[src/rtl/alu_seq_pkg.sv]
// rtl/alu_seq_pkg.sv - shared types, widths and opcodes for the ALU sequencer
package alu_seq_pkg;

  localparam int DATA_W = 16;
  localparam int CNT_W  = 4;

  typedef enum logic [1:0] {
    IDLE = 2'd0,
    RUN  = 2'd1,
    DONE = 2'd2
  } state_e;

  localparam logic [2:0] OPC_NEG  = 3'b000;
  localparam logic [2:0] OPC_INC  = 3'b001;
  localparam logic [2:0] OPC_ADC  = 3'b010;
  localparam logic [2:0] OPC_ADDH = 3'b011;
  localparam logic [2:0] OPC_AND  = 3'b100;
  localparam logic [2:0] OPC_OR   = 3'b101;
  localparam logic [2:0] OPC_CAT  = 3'b110;
  localparam logic [2:0] OPC_ZERO = 3'b111;

endpackage

[src/rtl/alu_sequencer_alu.sv]
// rtl/alu_sequencer_alu.sv - combinational 16-bit ALU with zero/negative flags
module alu_sequencer_alu
  import alu_seq_pkg::*;
(
  input  logic [DATA_W-1:0] a,
  input  logic [DATA_W-1:0] b,
  input  logic              c,
  input  logic [2:0]        opc,
  output logic [DATA_W-1:0] y,
  output logic              zero,
  output logic              neg
);

  localparam int HALF_W = DATA_W / 2;

  logic [DATA_W-1:0] b_half;

  // Arithmetic shift keeps the sign of B, so 0x8000 halves to 0xC000.
  assign b_half = DATA_W'($signed(b) >>> 1);

  always_comb begin
    y = '0;
    case (opc)
      OPC_NEG:  y = DATA_W'(0) - a;
      OPC_INC:  y = a + DATA_W'(1);
      OPC_ADC:  y = a + b + DATA_W'(c);
      OPC_ADDH: y = a + b_half;
      OPC_AND:  y = a & b;
      OPC_OR:   y = a | b;
      OPC_CAT:  y = {a[HALF_W-1:0], b[HALF_W-1:0]};
      default:  y = '0;
    endcase
  end

  assign zero = (y == '0);
  assign neg  = y[DATA_W-1];

endmodule

[src/rtl/alu_sequencer.sv]
// rtl/alu_sequencer.sv - iterates one ALU opcode over an accumulator and returns the result
module alu_sequencer
  import alu_seq_pkg::*;
(
  input  logic              clk,
  input  logic              rst_n,
  input  logic              cmd_valid,
  output logic              cmd_ready,
  input  logic [2:0]        cmd_opc,
  input  logic [DATA_W-1:0] cmd_a,
  input  logic [DATA_W-1:0] cmd_b,
  input  logic              cmd_c,
  input  logic [CNT_W-1:0]  cmd_cnt,
  input  logic              cmd_soz,
  input  logic              abort,
  output logic              res_valid,
  input  logic              res_ready,
  output logic [DATA_W-1:0] res_data,
  output logic              res_zero,
  output logic              res_neg,
  output logic [CNT_W-1:0]  res_iters,
  output logic              busy
);

  state_e            state_q, state_d;
  logic [DATA_W-1:0] acc_q, acc_d;
  logic [DATA_W-1:0] b_q, b_d;
  logic [2:0]        opc_q, opc_d;
  logic              c_q, c_d;
  logic              soz_q, soz_d;
  logic [CNT_W-1:0]  rem_q, rem_d;
  logic [CNT_W-1:0]  iters_q, iters_d;
  logic [DATA_W-1:0] res_data_q, res_data_d;
  logic              res_zero_q, res_zero_d;
  logic              res_neg_q, res_neg_d;
  logic [CNT_W-1:0]  res_iters_q, res_iters_d;

  logic [DATA_W-1:0] alu_y;
  logic              alu_zero;
  logic              alu_neg;

  alu_sequencer_alu u_alu (
    .a    (acc_q),
    .b    (b_q),
    .c    (c_q),
    .opc  (opc_q),
    .y    (alu_y),
    .zero (alu_zero),
    .neg  (alu_neg)
  );

  always_comb begin
    state_d     = state_q;
    acc_d       = acc_q;
    b_d         = b_q;
    opc_d       = opc_q;
    c_d         = c_q;
    soz_d       = soz_q;
    rem_d       = rem_q;
    iters_d     = iters_q;
    res_data_d  = res_data_q;
    res_zero_d  = res_zero_q;
    res_neg_d   = res_neg_q;
    res_iters_d = res_iters_q;

    case (state_q)
      IDLE: begin
        if (cmd_valid) begin
          acc_d   = cmd_a;
          b_d     = cmd_b;
          opc_d   = cmd_opc;
          c_d     = cmd_c;
          soz_d   = cmd_soz;
          rem_d   = cmd_cnt;
          iters_d = '0;
          if (cmd_cnt == '0) begin
            state_d     = DONE;
            res_data_d  = cmd_a;
            res_zero_d  = (cmd_a == '0);
            res_neg_d   = cmd_a[DATA_W-1];
            res_iters_d = '0;
          end else begin
            state_d = RUN;
          end
        end
      end
      RUN: begin
        // Abort outranks a completing iteration: nothing is published.
        if (abort) begin
          state_d = IDLE;
        end else begin
          acc_d   = alu_y;
          rem_d   = rem_q - CNT_W'(1);
          iters_d = iters_q + CNT_W'(1);
          if ((rem_q == CNT_W'(1)) || (soz_q && alu_zero)) begin
            state_d     = DONE;
            res_data_d  = alu_y;
            res_zero_d  = alu_zero;
            res_neg_d   = alu_neg;
            res_iters_d = iters_q + CNT_W'(1);
          end
        end
      end
      DONE: begin
        if (res_ready) state_d = IDLE;
      end
      default: state_d = IDLE;
    endcase
  end

  always_ff @(posedge clk) begin
    if (!rst_n) begin
      state_q     <= IDLE;
      acc_q       <= '0;
      b_q         <= '0;
      opc_q       <= '0;
      c_q         <= 1'b0;
      soz_q       <= 1'b0;
      rem_q       <= '0;
      iters_q     <= '0;
      res_data_q  <= '0;
      res_zero_q  <= 1'b1;
      res_neg_q   <= 1'b0;
      res_iters_q <= '0;
    end else begin
      state_q     <= state_d;
      acc_q       <= acc_d;
      b_q         <= b_d;
      opc_q       <= opc_d;
      c_q         <= c_d;
      soz_q       <= soz_d;
      rem_q       <= rem_d;
      iters_q     <= iters_d;
      res_data_q  <= res_data_d;
      res_zero_q  <= res_zero_d;
      res_neg_q   <= res_neg_d;
      res_iters_q <= res_iters_d;
    end
  end

  assign cmd_ready = (state_q == IDLE);
  assign busy      = (state_q != IDLE);
  assign res_valid = (state_q == DONE);
  assign res_data  = res_data_q;
  assign res_zero  = res_zero_q;
  assign res_neg   = res_neg_q;
  assign res_iters = res_iters_q;

endmodule

[config.mk]
export PLATFORM = sky130hd
export DESIGN_NAME = alu_sequencer
export DESIGN_NICKNAME = d
export VERILOG_FILES = /design/src/rtl/alu_seq_pkg.sv /design/src/rtl/alu_sequencer_alu.sv /design/src/rtl/alu_sequencer.sv
export SDC_FILE = /design/constraint.sdc
export NUM_CORES = 1
export LEC_CHECK = 0
export BUFFER_PORTS_ARGS = -buffer_cell sky130_fd_sc_hd__buf_4
export CAP_MARGIN = 20
export CORE_UTILIZATION = 40
export CTS_BUF_LIST = sky130_fd_sc_hd__clkbuf_16
export DETAILED_ROUTE_END_ITERATION = 10
export GPL_ROUTABILITY_DRIVEN = 0
export SLEW_MARGIN = 20
export SYNTH_ARGS = -nofsm -noshare
export SYNTH_HDL_FRONTEND = slang
export SYNTH_SLANG_ARGS = --single-unit
export TNS_END_PERCENT = 20
[constraint.sdc]
create_clock -name clk -period 12.4 [get_ports clk]
set_input_delay 1.24 -clock clk [delete_from_list [all_inputs] [get_ports clk]]
set_output_delay 1.24 -clock clk [all_outputs]
set_load 0.01 [all_outputs]
After elaboration in Yosys (flattened, before gate mapping)
Index checks and enable logic that the tools add are counted.
- add/subtract/negate cells: 7
- equality and inequality tests: 15
- multiplexer cells: 36
- bitwise gates (word level): 2
- reductions and logical operators: 13
- operators with widths (cell ; number):
    16-bit case mux with 7 select lines ; 1
    16-bit two-way mux ; 6
    16-bit case mux with 2 select lines ; 2
    16-bit adder ; 2
    16-bit logical NOT ; 2
    4-bit two-way mux ; 8
    4-bit case mux with 2 select lines ; 3
    16-bit by 1-bit adder with 16-bit output ; 1
    16-bit by 1-bit adder with 16-bit output (second input constant) ; 1
    16-bit bitwise AND ; 1
    16-bit bitwise OR ; 1
    1-bit by 16-bit subtractor with 16-bit output (first input constant) ; 1
    2-bit two-way mux ; 5
    3-bit equality test (second input constant) ; 3
    1-bit two-way mux ; 8
    3-bit by 2-bit equality test with 1-bit output (second input constant) ; 2
    2-bit != test (second input constant) ; 3
    2-bit case mux with 3 select lines ; 1
    3-bit AND reduction ; 2
    5-bit AND reduction ; 1
    4-bit by 1-bit adder with 4-bit output (second input constant) ; 1
    4-bit by 1-bit equality test with 1-bit output (second input constant) ; 1
    4-bit logical NOT ; 1
    2-bit by 1-bit != test with 1-bit output (second input constant) ; 2
    12 further kinds ; 14
- register bits: 69
- output and inout bits: 25
- word-level logic and storage cells: 85

Depth between registers and ports, before layout
Gate-level depths: netlist of the first run.
- word-level depth: 9
- depth in mapped cells: 19

Hierarchy
Synthesis of the first run repeated with hierarchy kept, for this count alone.
- cell total of the unflattened synthesis: 805
- area total of the unflattened synthesis: 6082.1 um^2
- by module, submodules not included (module ; instances ; cells an instance ; area each (um^2) ; seq. area each (um^2)):
    alu_sequencer_alu ; 1 ; 454 ; 3115.5 ; 0.0
    alu_sequencer ; 1 ; 351 ; 2966.6 ; 1381.3

Least setup slack after synthesis of the first run
No wires, ideal clock.
- path type: reg-to-reg
- from: register opc_q[1]
- to: register res_zero_q (netlist: res_zero)
- library setup time: 120 ps
- data arrival time: 4092 ps
- path slack: 8189 ps
- cell stages (with the launch flop): 19
- path buffers: 5
- cell sequence: dfxtp_1 > clkbuf_1 > buf_1 > clkbuf_1 > clkbuf_1 > nand3_1 > inv_1 > ha_1 > a21o_1 > and4_1 > or2_0 > a221oi_1 > xnor2_1 > a221oi_1 > nand2_1 > nor4_2 > o21ai_2 > buf_6 > mux2i_1
- word-level cells in the longest chain between the ends: 7
- elaborated cells on any way between the ends: 16
- classes of those cells: eq/ne: 7; mux: 4; reduce/logical: 5
- ends and longest elaborated chain (what ; RTL line ; RTL):
    start, declared ; alu_sequencer.sv:28 ; logic [2:0] opc_q, opc_d;
    start signal, assigned ; alu_sequencer.sv:129 ; opc_q <= opc_d;
    3-bit equality test, or another cell as far along ; alu_sequencer_alu.sv:23 ; case (opc)
    16-bit case mux with 7 select lines (*) ; alu_sequencer_alu.sv:23 ;
    16-bit logical NOT (*) ; alu_sequencer_alu.sv:35 ; assign zero = (y == '0);
    1-bit logical AND ; alu_sequencer.sv:95 ; if ((rem_q == CNT_W'(1)) || (soz_q && alu_zero)) begin
    1-bit logical OR ; alu_sequencer.sv:95 ;
    2-bit != test (no source line) ; -- ;
    5-bit AND reduction (no source line) ; -- ;
    end signal, assigned ; alu_sequencer.sv:135 ; res_zero_q <= res_zero_d;
    end, declared ; alu_sequencer.sv:34 ; logic res_zero_q, res_zero_d;
Every way passes the cells marked *; elsewhere a longest branch is shown, timed or not. The select of a mux whose other input is x is not followed.
A chain may end at the register's enable or synchronous reset.

Worst setup path after layout of the first run
- from: register opc_q[0]
- to: register res_iters_q[2] (netlist: res_iters[2])
- word-level cells in the longest chain between the ends: 7
- elaborated cells on any way between the ends: 13
- classes of those cells: eq/ne: 7; mux: 1; reduce/logical: 5
- ends and longest elaborated chain (what ; RTL line ; RTL):
    3-bit equality test, or another cell as far along ; alu_sequencer_alu.sv:23 ;
    16-bit case mux with 7 select lines (*) ; alu_sequencer_alu.sv:23 ;
    16-bit logical NOT (*) ; alu_sequencer_alu.sv:35 ;
    1-bit logical AND (*) ; alu_sequencer.sv:95 ;
    1-bit logical OR (*) ; alu_sequencer.sv:95 ;
    2-bit != test (no source line) (*) ; -- ;
    5-bit AND reduction (no source line) (*) ; -- ;
    end signal, assigned ; alu_sequencer.sv:137 ; res_iters_q <= res_iters_d;
    end, declared ; alu_sequencer.sv:36 ; logic [CNT_W-1:0] res_iters_q, res_iters_d;
Every way passes the cells marked *; elsewhere a longest branch is shown, timed or not.

==> results of run 1 <==
cells by family (layout without fill, tap and decap cells):
group	count (synthesis)	after routing	share of synthesized area, %
xor gates and xnor gates	29	29	4.222
muxes	45	45	7.508
AOI/OAI and AO/OA	204	204	23.15
adders and majority gates	54	54	11.61
buffers and inverters	91	137	6.011
DFF	68	68	22.63
and+or+nand+nor	307	307	24.88
power by group through the flow:
stage	Clock (mW)	Combinational (mW)	Sequential, mW
2_1_floorplan	0	0.242	0.269
3_3_place_gp	0	0.335	0.278
3_5_place_dp	0	0.341	0.279
4_1_cts	0.282	0.342	0.274
6_report	0.276	0.346	0.275
5_1_grt	0.290	0.377	0.278
metrics by stage:
step / setup WS, ns / util [%] / hold WS (ns) / cells / total power [mW]
2_1_floorplan: 8.189 / - / 0.4438 / 798 / 0.5110
6_report: 8.031 / 47.75 / 0.4623 / 1028 / 0.8972
5_1_grt: 7.731 / 47.75 / 0.4914 / 1028 / 0.9458
3_3_place_gp: 8.263 / 45.59 / 0.4496 / 1013 / 0.6127
3_5_place_dp: 8.061 / 45.59 / 0.4560 / 1013 / 0.6195
4_1_cts: 8.077 / 47.75 / 0.4637 / 1028 / 0.8979
worst max-delay path by stage:
stage	slack, ns	end	startpoint
finish	8.03	res_iters[2]	opc_q[0]
global route	7.73	res_iters[2]	opc_q[0]
CTS	8.08	res_iters[2]	opc_q[0]
detailed placement	8.06	res_data[4]	opc_q[0]
global placement	8.26	res_data[5]	opc_q[0]
floorplan	8.19	res_zero	opc_q[1]
cell type report:
type | instances | area [sq um]
clock inverter | 6 | 90.09
tap | 184 | 230.2
sequential | 68 | 1361
timing repair buffer | 80 | 600.6
fill | 1424 | 7622
clock buffer | 9 | 225.2
inverter | 42 | 157.7
multi-input combinational | 639 | 4302
cells in the final DEF, fill, tap and decap left out, drive strengths merged, types with 7 or more instances in the layout:
master  count
nor4       11
xor2       12
inv        42
buf        80
and2        9
clkbuf      9
a21boi     34
nor3       16
o22ai      12
o21ai      42
and3       16
nor2       33
nand2b     12
ha         51
a211oi     10
a21oi      35
nor2b      14
mux2i      44
xnor2      17
nand4       7
nand3      13
dfxtp      68
nand2     149
a21o       12
routing by layer:
metal | vias to the layer above | wire [microns] | GRT usage (%)
met5 | - | 0 | 0
met3 | 26 | 867 | 3.436
met1 | 2874 | 8480 | 31.80
met2 | 176 | 8646 | 39.94
li1 | 2903 | - | -
met4 | 0 | 427 | 8.221
state kept, by name (all words and copies together), names as in the netlist:
name and flops:
res_zero 1, res_data 16, c_q 1, opc_q 3, iters_q 4, rem_q 4
res_iters 4, b_q 16, acc_q 16, soz_q 1, state_q 2
worst max-delay path: stages (launching register included):
cell and delay (ns):
dfxtp_1 0.30, buf_4 0.31, nor2b_1 0.17, buf_4 0.28
and3_1 0.19, ha_1 0.28, a21o_1 0.22, a31o_1 0.21
or2_0 0.24, a221oi_1 0.49, xnor2_1 0.13, a221oi_1 0.38
nand2_1 0.14, nor4_2 0.37, o21ai_2 0.07, buf_4 0.25
mux2i_1 0.17
==> reports/metrics.cfg, run 1 <==
[sta]
fin_skew_ns=0.007605
rsz0062_at_grt=no
finalCritPeriodShare_pct=35.23
relSlewSlack_pct=36.55
fin_crit_ns=4.369
tns_ns=0
slew_viol_final=0
final_hold_viol_count=0
tightest_slew_ns=0.9516
setup_viol=0
fmax_mhz=228.9

[global_route]
antenna_found_initial=0
grt_max_degree=90
grt_overflow=0
grt_pass1_vias=5765
grtUsageTotal_pct=24.09
grt_pass1_wl_mm=30.08

[synthesis]
yosys.cell_count.top_type=nand2_1
synthTopCellsByArea=dfxtp_1, ha_1, nand2_1
syn_avg_cell_area_sq_um=7.539
seq_area_frac_synth_pct=22.63
synthArstFlopShare_pct=0
synth_area_leader_cell=dfxtp_1
synth.top_cell.area_share_pct=22.63
yosys-top-cells-count=nand2_1, dfxtp_1, ha_1, mux2i_1, inv_1
synth_ff_type=dfxtp_1
synthesis.area_sq_um=6016
ys_ff_latch=68
synth_nets=898
ys.warnings.count=0
netlist_instances=798
yosysUniqueCellTypes=71
synth-edff-count=0

[clock_network]
cts.clk_slew.worst_paths_ns=0.06
cts-hold-fix-buffers=0
insertion_delay_ns=0.35
numCtsBuffers=9
cts_tree=built
root_buffer=clkbuf_16
cts.path.max_buffers=2
htreeDepth=3
clkSinkCount=68
postCtsSetupRepairBufs=0
cts-resized-gates=0

[place]
post_dp_cell_area_sq_um=6651
place_hpwl_mm=14.00
portBuffers=70

[die]
core_sq_um=14590
io_pins=71
dieHeight_microns=124.6
start_util_pct=41.23
rows=44
dieArea_sq_um=15530
die_x_microns=124.6

[final_layout]
final_nets=940
post-route-cell-area_sq_um=6967
n_antenna_cell=0
drive_gt1_share_pct=13.15
area_growth_pct=15.81

[worst_hold_path]
min_path_cells=2
min_to=res_data[7]
holdCritPathClass=flop to flop
worstHoldStart=res_data[7]

[setup_path]
cp.arrival_ns=4.58
rrSetupSlack_ns=8.03
crit_path_end_kind=flop
startpoint_type=flop
required_ns=12.62
worstSetupPathType=flop to flop
critPathMaxFanout=31
r2r_end=res_iters[2]
r2r_cells=16
worstReg2RegStart=opc_q[0]

[pwr]
swShare_pct=37.73
p_per_area_nw_per_um2=128.8
switchingPower_mw=0.3385
power_frac_seq_pct=30.6
leakagePower_nw=3.091
clock_power_share_pct=30.8
comb_power_share_pct=38.6
power.internal_mw=0.5587
irDropWorstVdd_uv=76.63

[detailed_routing]
avgRoutedWirePerCell_microns=17.92
drc=0
viasPerCell=5.816
drtPass1Iterations=5
ant_nets=0
num_vias=5979
drt_iter0_markers=461
routed_wl_mm=18.42

[status]
status=finished, final reports clean

[run]
drv_cap=0

Power figures use the tool's default switching activity.
==> run 2, diff against run 1 <==
==> constraint.sdc (replaced) <==
create_clock -name clk -period 4.5 [get_ports clk]
set_input_delay 0.45 -clock clk [delete_from_list [all_inputs] [get_ports clk]]
set_output_delay 0.45 -clock clk [all_outputs]
set_load 0.01 [all_outputs]
==> run 2 against run 1 <==
  * Critical path type unchanged
  * Worst hold slack got worse by 0.084 ns
  * Highest routed layer unchanged
  * Core utilization rose by 0.21 points
  * Largest power group unchanged
  * Non-clock buffer count rose by 5
==> reports/metrics.cfg, run 2 (same netlist as run 1, synthesis figures left out) <==
[setup_path]
startpoint_type=flop  ; unchanged
worst_path_dominant_cell_family=compound AO/OA/AOI/OAI gates  ; unchanged
worstSetupPathType=flop to flop  ; unchanged
cp.arrival_ns=4.35  ; was 4.58 ns
critPathBufInv=2  ; was 3
critPathMaxFanout=22  ; was 31
crit_top_cell=a211oi_1  ; was buf_4
crit_path_end_kind=flop  ; unchanged
cp_slowest_cell=a31oi_1  ; was a221oi_1
max_stage_delay_ns=0.56  ; was 0.49 ns
required_ns=4.70  ; was 12.62 ns
crit_path_cell_trace=inv_1 > ha_1 > a211oi_1 > o21bai_1 > a31oi_1 > a211oi_1 > xor2_1 > a211oi_2 > nand2_1 > nor4_2 > o21ai_2 > buf_4 > mux2i_1  ; was buf_4 > nor2b_1 > buf_4 > and3_1 > ha_1 > a21o_1 > a31o_1 > or2_0 > a221oi_1 > xnor2_1 > a221oi_1 > nand2_1 > nor4_2 > o21ai_2 > buf_4 > mux2i_1

[pwr]
leakagePower_nw=3.119  ; was 3.091 nW
power.internal_mw=1.544  ; was 0.5587 mW
p_per_area_nw_per_um2=353.1  ; was 128.8 nW/um^2
swShare_pct=37.51  ; was 37.73%
clock_power_share_pct=30.5  ; was 30.8%
switchingPower_mw=0.9268  ; was 0.3385 mW
power_frac_seq_pct=30.9  ; was 30.6%
comb_power_share_pct=38.6  ; about the same
irDropWorstVdd_uv=213.4  ; was 76.63 uV

[die]
dieHeight_microns=124.6  ; unchanged
die_x_microns=124.6  ; unchanged
dieArea_sq_um=15530  ; unchanged
start_util_pct=41.23  ; unchanged
core_sq_um=14590  ; unchanged
io_pins=71  ; unchanged
rows=44  ; unchanged

[sta]
finalCritPeriodShare_pct=92.37  ; was 35.23%
slew_viol_final=0  ; unchanged
holdWs_ns=0.3788  ; was 0.4623 ns
setup_viol=0  ; unchanged
fin_crit_ns=4.157  ; was 4.369 ns
relSlewSlack_pct=40.17  ; was 36.55%
rsz0062_at_grt=no  ; unchanged
worst_slack_ns=0.3435  ; was 8.031 ns
fmax_mhz=240.6  ; was 228.9 MHz
fin_skew_ns=0.008520  ; was 0.007605 ns
tightest_slew_ns=0.8953  ; was 0.9516 ns
final_hold_viol_count=0  ; unchanged
tns_ns=0  ; unchanged

[detailed_routing]
num_vias=6075  ; was 5979
drtPass1Iterations=5  ; unchanged
drc=0  ; unchanged
routed_wl_mm=18.84  ; was 18.42 mm
drt_iter0_markers=422  ; was 461
avgRoutedWirePerCell_microns=18.24  ; was 17.92 microns
viasPerCell=5.881  ; was 5.816
ant_nets=0  ; unchanged

[global_route]
grt_overflow=0  ; unchanged
grt_max_degree=90  ; unchanged
antenna_found_initial=0  ; unchanged
grt_pass1_wl_mm=30.47  ; was 30.08 mm
grtUsageTotal_pct=24.29  ; was 24.09%
grt_pass1_vias=5759  ; was 5765

[clock_network]
cts_tree=built  ; unchanged
clkSinkCount=68  ; unchanged
cts.clk_slew.worst_paths_ns=0.06  ; about the same
cts-hold-fix-buffers=0  ; unchanged
insertion_delay_ns=0.33  ; was 0.35 ns
root_buffer=clkbuf_16  ; unchanged
htreeDepth=3  ; unchanged
cts.path.max_buffers=2  ; unchanged
numCtsBuffers=9  ; unchanged

[final_layout]
final_common_cell=nand2_1  ; unchanged
final_nets=945  ; was 940
area_growth_pct=16.31  ; was 15.81%
post-route-cell-area_sq_um=6997  ; was 6967 sq um
drive_gt1_share_pct=13.55  ; was 13.15%
final_cell_mix=nand2_1, buf_4, dfxtp_1, ha_1, mux2i_1  ; unchanged
n_antenna_cell=0  ; unchanged

[run]
drv_cap=0  ; unchanged

[place]
post_dp_cell_area_sq_um=6680  ; was 6651 sq um
place_hpwl_mm=14.27  ; was 14.00 mm
pre_cts_ws_ns=0.2556  ; was 8.061 ns
portBuffers=70  ; unchanged

[status]
status=finished, final reports clean  ; unchanged

[worst_hold_path]
holdCritPathClass=input pin to flop  ; was flop to flop

==> run 2: cell count changes in the layout (fill, tap and decap cells not counted) <==
cell,before,now
buf_4,80,85
clkinv_2,0,1
clkinvlp_4,4,2
inv_6,0,1
nor2b_1,14,13
nor2b_2,0,1
nor3b_1,2,3
nor3b_2,1,0
o21ai_1,0,1
o21ai_2,2,1
==> run 2: power groups by stage <==
| stage | clock, mW | sequential, mW | combinational, mW |
|---|---|---|---|
| after floorplan | 0 | 0.740 | 0.668 |
| after global placement | 0 | 0.771 | 0.916 |
| after detailed placement | 0 | 0.773 | 0.936 |
| after CTS | 0.763 | 0.760 | 0.942 |
| after global routing | 0.793 | 0.771 | 1.05 |
| final | 0.754 | 0.764 | 0.952 |
==> run 2: layout make-up <==
type                    count  area, sq um
well taps                 184        230.2
flip-flops and latches     68         1361
multi-input cells         639         4295
clock inverters             6        88.84
inverters                  42        157.7
fillers                  1449         7592
repair buffers             85        638.1
clock buffers               9        225.2
==> run 2: path summary, 6_finish.rpt <==
| path | start | endpoint | slack, ns | cells after the start |
|---|---|---|---|---|
| setup / recovery | acc_q[1] | res_data[15] | 0.34 | 13 |
| hold reg to reg | res_data[12] | res_data[12] | 0.46 | 2 |
| hold / removal | cmd_b[5] | b_q[5] | 0.38 | 3 |
| setup reg to reg | acc_q[1] | res_data[15] | 0.34 | 13 |
==> run 2: timing repair <==
action | 4_1_cts | 5_1_grt
setup buffers | 0 | 0
resized for setup | 0 | 1
endpoints found under the setup margin | 0 | 21
hold endpoints to repair | 0 | 0
==> run 2: routing by layer <==
metal | wire length (microns) | track usage, % | part of all wire, %
met3 | 1091 | 2.706 | 5.8
met2 | 8510 | 39.00 | 45
met1 | 8595 | 33.12 | 46
met5 | 0 | 0 | 0
met4 | 643 | 9.497 | 3.4
==> run 2: worst reg2reg max path, stage by stage (launching register included) <==
cell      delay (ns)
dfxtp_1         0.54
inv_1           0.22
ha_1            0.33
a211oi_1        0.42
o21bai_1        0.21
a31oi_1         0.57
a211oi_1        0.18
xor2_1          0.20
a211oi_2        0.35
nand2_1         0.13
nor4_2          0.37
o21ai_2         0.08
buf_4           0.25
mux2i_1         0.18
==> run 2: stage by stage <==
step / power (mW) / utilization, % / cells
after global placement: 1.688 / 45.79 / 1018
after floorplan: 1.408 / - / 798
after global routing: 2.611 / 47.96 / 1033
after CTS: 2.465 / 47.94 / 1033
after detailed placement: 1.710 / 45.79 / 1018
final: 2.471 / 47.96 / 1033
==> run 3, diff against run 2 <==
--- a/config.mk
+++ b/config.mk
@@ -14,5 +14,6 @@
 export SLEW_MARGIN = 20
 export SYNTH_ARGS = -nofsm -noshare
 export SYNTH_HDL_FRONTEND = slang
+export SYNTH_HIERARCHICAL = 1
 export SYNTH_SLANG_ARGS = --single-unit
 export TNS_END_PERCENT = 20
==> run 3 against run 2 <==
  * First-iteration DRC count up 48%
  * Critical endpoint is now res_iters[3]
  * Sequential cell count up 1
  * Register-to-register slack worse by 0.25 ns
  * Combinational power up 32%
  * Synthesized area up 1.1%
  * Via count up 4.8%
  * Worst hold slack worse by 0.016 ns
  * Sequential power up 2.9%
  * Power up 9.1%
  * Final cell count up 3.6%
  * Core utilization up 2.1 points
  * Synthesized cell count up 0.88%
==> reports/metrics.cfg, run 3 <==
[status]
status=finished, final reports clean  ; unchanged

[sta]
relSlewSlack_pct=35.26  ; was 40.17%
rsz0062_at_grt=yes  ; was no
tightest_slew_ns=0.9710  ; was 0.8953 ns
fin_crit_ns=4.404  ; was 4.157 ns
slew_viol_final=0  ; unchanged
final_hold_viol_count=0  ; unchanged
fin_skew_ns=0.009645  ; was 0.008520 ns
fmax_mhz=227.1  ; was 240.6 MHz
setup_viol=0  ; unchanged
finalCritPeriodShare_pct=97.87  ; was 92.37%

[final_layout]
utilization_pct=50.10  ; was 47.96%
final_common_cell=nand2_1  ; unchanged
n_antenna_cell=0  ; unchanged
final_nets=981  ; was 945
post-route-cell-area_sq_um=7365  ; was 6997 sq um
regArea_sq_um=1381  ; was 1361 sq um
area_growth_pct=21.09  ; was 16.31%
multi_input_area_sq_um=4402  ; was 4295 sq um
drive_gt1_share_pct=19.30  ; was 13.55%
final_cell_mix=nand2_1, buf_4, a21oi_1, dfxtp_1, inv_1  ; was nand2_1, buf_4, dfxtp_1, ha_1, mux2i_1
fillers=1404  ; was 1449

[clock_network]
cts.clk_slew.worst_paths_ns=0.06  ; about the same
insertion_delay_ns=0.33  ; about the same
root_buffer=clkbuf_16  ; unchanged
htreeDepth=3  ; unchanged
cts_tree=built  ; unchanged
cts-hold-fix-buffers=0  ; unchanged
clkSinkCount=69  ; was 68
numCtsBuffers=9  ; unchanged
cts.path.max_buffers=2  ; unchanged

[global_route]
grt_overflow=0  ; unchanged
grt_pass1_vias=6077  ; was 5759
grtUsageTotal_pct=24.95  ; was 24.29%
grt_pass1_wl_mm=31.23  ; was 30.47 mm
antenna_found_initial=0  ; unchanged
grt_max_degree=66  ; was 90

[worst_hold_path]
holdCritPathClass=input pin to flop  ; unchanged
min_to=b_q[13]  ; was b_q[5]
worstHoldStart=cmd_b[13]  ; was cmd_b[5]
min_path_cells=3  ; unchanged

[detailed_routing]
drc=0  ; unchanged
drtPass1Iterations=5  ; unchanged
routed_wl_mm=19.75  ; was 18.84 mm
num_vias=6368  ; was 6075
avgRoutedWirePerCell_microns=18.45  ; was 18.24 microns
viasPerCell=5.951  ; was 5.881
ant_nets=0  ; unchanged
drt_iter0_markers=626  ; was 422

[die]
dieArea_sq_um=15700  ; was 15530 sq um
start_util_pct=41.38  ; was 41.23%
io_pins=71  ; unchanged
dieHeight_microns=125.3  ; was 124.6 microns
die_x_microns=125.3  ; was 124.6 microns
rows=44  ; unchanged
core_sq_um=14700  ; was 14590 sq um

[place]
portBuffers=70  ; unchanged
post_dp_cell_area_sq_um=6912  ; was 6680 sq um
place_hpwl_mm=15.13  ; was 14.27 mm

[synthesis]
synthArstFlopShare_pct=0  ; unchanged
synthTopCellsByArea=dfxtp_1, ha_1, nand2_1  ; unchanged
ys_ff_latch=69  ; was 68
yosys-top-cells-count=nand2_1, a21oi_1, dfxtp_1, inv_1, ha_1  ; was nand2_1, dfxtp_1, ha_1, mux2i_1, inv_1
synth_nets=905  ; was 898
yosysUniqueCellTypes=77  ; was 71
yosys.cell_count.top_type=nand2_1  ; unchanged
synth-edff-count=0  ; unchanged
synth_ff_type=dfxtp_1  ; unchanged
synthesis.area_sq_um=6082  ; was 6016 sq um
netlist_instances=805  ; was 798
synth_area_leader_cell=dfxtp_1  ; unchanged
syn_avg_cell_area_sq_um=7.555  ; was 7.539 sq um
seq_area_frac_synth_pct=22.71  ; was 22.63%
synth.top_cell.area_share_pct=22.71  ; was 22.63%
ys.warnings.count=6  ; was 0

[setup_path]
worstReg2RegStart=opc_q[2]  ; was acc_q[1]
startpoint_type=flop  ; unchanged
worstSetupPathType=flop to flop  ; unchanged
rrSetupSlack_ns=0.1  ; was 0.34 ns
required_ns=4.75  ; was 4.70 ns
critPathMaxFanout=5  ; was 22
cp.arrival_ns=4.66  ; was 4.35 ns
crit_path_end_kind=flop  ; unchanged
r2r_cells=19  ; was 13
r2r_end=res_iters[3]  ; was res_data[15]

[pwr]
irDropWorstVdd_uv=212.4  ; was 213.4 uV
leakagePower_nw=3.130  ; was 3.119 nW
p_per_area_nw_per_um2=365.9  ; was 353.1 nW/um^2

[run]
drv_cap=0  ; unchanged

[run 3: worst max-delay path, cell delays in order, from the launching register on]
cell and delay, ns:
dfxtp_1 0.32, inv_2 0.06, and3_4 0.18, nand2_1 0.08, ha_4 0.18, fa_2 0.39, a21o_1 0.17, a211oi_2 0.20
nor3_1 0.07, nor4bb_1 0.43, buf_4 0.19, nand4_1 0.11, or4_4 0.44, or4_4 0.44, nor4_4 0.27, a211o_4 0.23
buf_12 0.11, nand2_1 0.08, buf_6 0.20, mux2i_1 0.17
[run 3: final cells by class]
| cell class | instances | area share (%) |
|---|---|---|
| Clock buffer | 9 | 3.058 |
| Multi-Input combinational cell | 637 | 59.77 |
| Tap cell | 184 | 3.126 |
| Timing Repair Buffer | 111 | 11.99 |
| Clock inverter | 7 | 0.5776 |
| Sequential cell | 69 | 18.76 |
| Inverter | 53 | 2.718 |
[run 3: where the power goes]
| group | switching, mW | internal [mW] | leakage (nW) |
|---|---|---|---|
| clock | 0.277 | 0.369 | 0.129 |
| combinational | 0.725 | 0.537 | 2.43 |
| sequential | 0.0974 | 0.688 | 0.566 |
| total | 1.10 | 1.59 | 3.13 |
[run 3: through the flow]
step                       TNS, ns  hold slack [ns]  setup slack (ns)  std cells  power [mW]
after detailed placement  -0.01860           0.4571          -0.01591       1049       1.968
after global placement           0           0.4403            0.1013       1049       1.945
after CTS                        0           0.3578           0.01007       1068       2.627
final                            0           0.3625           0.09601       1070       2.695
after global routing       -0.1032           0.3627          -0.02541       1070       2.860
after floorplan                  0           0.4351           0.04753        805       1.575
[run 3: cells by family after synthesis]
kind of cell	share of synthesized area (%)
AO/OA/AOI/OAI	26.74
XOR/XNOR	3.312
adder cells (fa/ha/maj)	11.48
buffers and inverters	7.118
flip-flops	22.71
multiplexers	3.723
AND/OR/NAND/NOR	24.91
[run 3: worst max-delay path by stage]
stage	from	endpoint	slack, ns
6_report	opc_q[2]	res_iters[3]	0.1
5_1_grt	opc_q[2]	res_iters[3]	-0.03
4_1_cts	opc_q[2]	res_iters[3]	0.01
3_5_place_dp	opc_q[2]	res_data[12]	-0.02
3_3_place_gp	opc_q[2]	res_data[13]	0.10
2_1_floorplan	opc_q[1]	res_zero	0.05
[run 3: layer usage]
metal | routed length [microns] | global-route usage [%]
met1 | 9193 | 34.30
met2 | 8762 | 39.57
met3 | 1258 | 3.552
met4 | 531 | 9.326
met5 | 0 | 0
[run 3: repair_timing]
item,CTS,global route
pin swaps,6,11
cloned,0,1
gates resized for setup,4,21
setup endpoints to repair,11,23
buffers inserted,3,1
